### src/rtl/part_lram_if.sv
// Bus bundle for part_lram: address, write data, per-bit active-low write enables,
// control strobes and the registered read data / busy status.
interface part_lram_if #(
    parameter int unsigned WIDTH = 2,
    parameter int unsigned AW    = 5
);
    logic [AW-1:0]    addr;
    logic [WIDTH-1:0] din;
    logic [WIDTH-1:0] we_n;
    logic             ce;
    logic             latch_n;
    logic             clr_req;
    logic [WIDTH-1:0] dout;
    logic             busy;

    modport master (
        output addr, din, we_n, ce, latch_n, clr_req,
        input  dout, busy
    );

    modport slave (
        input  addr, din, we_n, ce, latch_n, clr_req,
        output dout, busy
    );
endinterface

### src/rtl/part_lram.sv
// Small bit-writable RAM with registered, latchable read port and a self-clearing sweep.
// Define LRAM_WRITE_THROUGH_EN to make a same-address read return the merged new word.
module part_lram #(
    parameter int unsigned WIDTH = 2,
    parameter int unsigned DEPTH = 32,
    parameter int unsigned AW    = 5
) (
    input  logic       clk,
    input  logic       reset,
    part_lram_if.slave bus
);
    typedef enum logic {
        IDLE  = 1'b0,
        CLEAR = 1'b1
    } state_t;

    localparam logic [AW:0]   DEPTH_X   = (AW + 1)'(DEPTH);
    localparam logic [AW-1:0] LAST_ADDR = AW'(DEPTH - 1);

    state_t           state;
    state_t           state_next;
    logic [AW-1:0]    cnt;
    logic [AW-1:0]    cnt_next;
    logic [WIDTH-1:0] mem [DEPTH];

    logic             addr_ok;
    logic             wr_en;
    logic             dout_zero;
    logic [WIDTH-1:0] mem_word;
    logic [WIDTH-1:0] merged;
    logic [WIDTH-1:0] rd_word;
    logic [WIDTH-1:0] dout_q;
    logic             busy_q;

    // Next-state and clear-address sequencing
    always_comb begin
        state_next = state;
        cnt_next   = cnt;
        case (state)
            IDLE: begin
                if (bus.clr_req) begin
                    state_next = CLEAR;
                    cnt_next   = '0;
                end
            end
            CLEAR: begin
                if (cnt == LAST_ADDR) begin
                    state_next = IDLE;
                    cnt_next   = '0;
                end else begin
                    cnt_next = cnt + AW'(1);
                end
            end
            default: begin
                state_next = CLEAR;
                cnt_next   = '0;
            end
        endcase
    end

    // Datapath: address range check, bit-merge of the write and the read word
    always_comb begin
        addr_ok   = ({1'b0, bus.addr} < DEPTH_X);
        wr_en     = (state == IDLE) && bus.ce && addr_ok;
        dout_zero = (state == CLEAR) || (state_next == CLEAR);
        mem_word  = addr_ok ? mem[bus.addr] : '0;
        merged    = (mem_word & bus.we_n) | (bus.din & ~bus.we_n);
`ifdef LRAM_WRITE_THROUGH_EN
        rd_word   = addr_ok ? merged : '0;
`else
        rd_word   = mem_word;
`endif
    end

    // Array storage has no reset; only the sweep zeros it
    always_ff @(posedge clk) begin
        if (state == CLEAR) begin
            mem[cnt] <= '0;
        end else if (wr_en) begin
            mem[bus.addr] <= merged;
        end
    end

    always_ff @(posedge clk or posedge reset) begin
        if (reset) begin
            state  <= CLEAR;
            cnt    <= '0;
            busy_q <= 1'b1;
            dout_q <= '0;
        end else begin
            state  <= state_next;
            cnt    <= cnt_next;
            busy_q <= (state_next == CLEAR);
            // Output is forced low through the sweep, including its entry and exit edges
            if (dout_zero) begin
                dout_q <= '0;
            end else if (bus.latch_n) begin
                dout_q <= bus.ce ? rd_word : '0;
            end
        end
    end

    assign bus.dout = dout_q;
    assign bus.busy = busy_q;

endmodule

### src/flat_wrapper.sv
// flat-port wrapper written by rule: the top's interface ports become plain ports
module part_lram_flat 
#(
    parameter int unsigned WIDTH = 2,
    parameter int unsigned DEPTH = 32,
    parameter int unsigned AW    = 5
)
  (clk, reset, bus_addr, bus_din, bus_we_n, bus_ce, bus_latch_n, bus_clr_req, bus_dout, bus_busy);
  part_lram_if #(.WIDTH(WIDTH), .AW(AW)) bus_i ();
  input  logic clk;
  input  logic reset;
  input wire logic [$bits(bus_i.addr)-1:0] bus_addr;
  input wire logic [$bits(bus_i.din)-1:0] bus_din;
  input wire logic [$bits(bus_i.we_n)-1:0] bus_we_n;
  input wire logic [$bits(bus_i.ce)-1:0] bus_ce;
  input wire logic [$bits(bus_i.latch_n)-1:0] bus_latch_n;
  input wire logic [$bits(bus_i.clr_req)-1:0] bus_clr_req;
  output wire logic [$bits(bus_i.dout)-1:0] bus_dout;
  output wire logic [$bits(bus_i.busy)-1:0] bus_busy;
  assign bus_i.addr = bus_addr;
  assign bus_i.din = bus_din;
  assign bus_i.we_n = bus_we_n;
  assign bus_i.ce = bus_ce;
  assign bus_i.latch_n = bus_latch_n;
  assign bus_i.clr_req = bus_clr_req;
  assign bus_dout = bus_i.dout;
  assign bus_busy = bus_i.busy;
  part_lram #(.WIDTH(WIDTH), .DEPTH(DEPTH), .AW(AW)) u_core (.clk(clk), .reset(reset), .bus(bus_i));
endmodule
### config.mk
export PLATFORM = sky130hd
export DESIGN_NAME = part_lram_flat
export DESIGN_NICKNAME = d
export VERILOG_FILES = /design/src/rtl/part_lram_if.sv /design/src/rtl/part_lram.sv /design/src/flat_wrapper.sv
export SDC_FILE = /design/constraint.sdc
export NUM_CORES = 1
export LEC_CHECK = 0
export ABC_AREA = 1
export BUFFER_PORTS_ARGS = -buffer_cell sky130_fd_sc_hd__buf_2
export CORE_MARGIN = 3
export CORE_UTILIZATION = 42
export CTS_BUF_LIST = sky130_fd_sc_hd__clkbuf_4 sky130_fd_sc_hd__clkbuf_8 sky130_fd_sc_hd__clkbuf_16
export CTS_CLUSTER_SIZE = 24
export DETAILED_ROUTE_END_ITERATION = 8
export PLACE_DENSITY = 0.54
export RECOVER_POWER = 25
export SETUP_SLACK_MARGIN = 0.5
export SLEW_MARGIN = 25
export SYNTH_ARGS = -nofsm -noshare
export SYNTH_HDL_FRONTEND = slang
export SYNTH_SLANG_ARGS = --single-unit
### constraint.sdc
create_clock -name clk -period 3.05 [get_ports clk]
set_input_delay 0.61 -clock clk [delete_from_list [all_inputs] [get_ports clk]]
set_output_delay 0.61 -clock clk [all_outputs]
set_load 0.05 [all_outputs]
==> out/metrics.cfg <==
[clocking]
cts_setup_buffers=0
cts-buffers-inserted=9
clk_pin_slew_ps=80
cts_buffer_depth=2
root_buffer=clkbuf_8
cts.htree.levels=3
cts_resized=0
ctsHoldBuffers=0
cts.sinks=72
cts_tree=done
clk_latency_ps=350

[die]
start_util_pct=44.52
coreArea_um2=7447
ios=17
die-height_um=94.85
die_area_um2=8997
die_w_um=94.85
row_count=31

[synthesis]
synth_most_common_cell=nand2_1
synth_edf_count=64
synthArstFlopShare_pct=11.11
postSynthCellCount=324
syn-cell-area_um2=3316
ys_seq_elements=72
avgSynthCellArea_um2=10.23
ys.flop_type=edfxtp_1
synth.top_cell.area_share_pct=57.96
yosysWarnings=0
synth_nets=340
synth_area_leaders=edfxtp_1 58%, nand2_1 11%, nand3_1 8.2%
yosys-top-cells-count=100 x nand2_1, 64 x edfxtp_1, 54 x nand3_1, 36 x nor2_1, 11 x inv_1
synth_cell_types=27
synth_area_leader_cell=edfxtp_1
ys_seq_area_share_pct=64.04

[timing]
setup-tns-final_ps=0
final-setup-viol-count=0
hold_viol=0
min_period_over_period_pct=77.49
clock_skew_ps=6.421
tightest_slew_ps=596.3
max_freq_mhz=423.1
period_minus_slack_ps=2363
slew_headroom_pct=60.42
slew_violations=0
rsz0062_at_grt=false

[global_route]
antenna_found_initial=0
track_usage_pct=18.88
grt_max_degree=33
grt_pass1_wl_um=12270
grt_pass1_vias=2365
overflow=0

[route]
firstDrtPassIters=4
antenna_left=0
wl_per_cell_um=16.88
via_count=2344
wl_um=7596
viasPerCell=5.209
drt_iter0_drc=119
drc=0

[setup_path]
cp-end-kind=flip-flop
arrival_ps=2410
path_max_fanout=24
r2r_start=u_core.state$_DFF_PP1_
regToRegSetupSlack_ps=780
worstPathRequired_ps=3090
start_kind=input port
r2r-end=u_core.mem[8][0]$_DFFE_PP_
reg2reg_depth=5
crit_type=in2reg

[finish]
fin_nets=362
area_delta_synth_final_pct=10.83
final_util_pct=49.34
drive_gt1_share_pct=15.38
num_antenna_cells=0

[power]
ir_drop_mv=0.3380
leakagePower_nw=1.439
powerDensity_nw_per_um2=766.2

[placed_design]
port_buffers=16
place.gp.congestion=0.8092
hpwl_um=5128

[flow_run]
max_cap_viol_count=0

[status]
status=complete, no violations

[hold_path]
holdCritPathClass=in2async

metal layers:
layer  GRT usage [%]  wire length (µm)  part of all wire [%]
met1           25.76              3647                    48
met2           29.48              3400                    45
met3           4.303               407                   5.4
met4           6.971               141                   1.9
met5               0                 0                     0
cells by family (layout without fill, tap and decap cells):
kind of cell / after synthesis / count (layout) / share of synthesized area, %
AOI/OAI and AO/OA: 17 / 17 / 3.170
adders and majority gates: 2 / 2 / 0.7546
and+or+nand+nor: 202 / 202 / 26.57
buffers and inverters: 29 / 56 / 4.943
xor gates and xnor gates: 2 / 2 / 0.5284
DFF: 72 / 72 / 64.04
placed cells by master, fill, tap and decap left out, drive strengths merged:
master and instances:
edfxtp 64, dfstp 1, nand2 102, dfrtp 7
or2 2, xor2 1, ha 2, buf 18
nor2 40, xnor2 1, clkinv 5, a21oi 3
bufinv 2, inv 18, o22ai 1, o21ai 13
clkbuf 13, nand3 58
how the worst max path moves through the flow:
stage	startpoint	cells after the start	slack [ps]	to
after floorplan	bus_addr[0]	11	840	u_core.mem[0][1]$_DFFE_PP_
after global placement	bus_addr[0]	11	740	u_core.mem[2][0]$_DFFE_PP_
after detailed placement	bus_addr[0]	11	700	u_core.mem[2][0]$_DFFE_PP_
after CTS	bus_addr[0]	11	1060	u_core.mem[22][0]$_DFFE_PP_
after global routing	bus_addr[0]	6	490	u_core.mem[13][1]$_DFFE_PP_
final	bus_addr[0]	6	690	u_core.mem[13][1]$_DFFE_PP_
stage by stage:
step / hold slack [ps] / area, µm² / cells / worst slack, ps / power (W)
6_report: 193.4 / 3675 / 450 / 686.6 / 0.002816
5_1_grt: 203.0 / 3675 / 450 / 489.1 / 0.002989
4_1_cts: 193.8 / 3694 / 450 / 1056 / 0.002859
3_5_place_dp: 484.6 / 3483 / 434 / 695.7 / 0.002053
3_3_place_gp: 491.1 / 3483 / 434 / 737.0 / 0.002049
2_1_floorplan: 424.9 / 3323 / 324 / 841.6 / 0.001827
worst max-delay path, stage by stage:
cell and delay (ps):
clkbuf_1 410, buf_4 360, o21ai_0 210, inv_1 130, nand3_1 360, nor2_1 310
registers in the layout, summed over array words and instances (netlist names):
signal,cells
u_core.state,1
u_core.cnt,5
u_core.mem,64
u_core.bus.dout,2
final cells by class:
class	count	area (µm²)
clock buffer	9	123.9
inverter	18	75.07
multi-input combinational	223	1022
clock inverter	7	86.33
fill	737	3772
sequential	72	2123
tap	99	123.9
timing repair buffer	22	120.1
power by group:
part,switching (W),total (W),internal [W]
Clock,0.000355,0.000808,0.000453
Combinational,0.000518,0.000706,0.000188
Sequential,0.0000654,0.00130,0.00124
Total,0.000938,0.00282,0.00188
(Power assumes the default switching activity.)
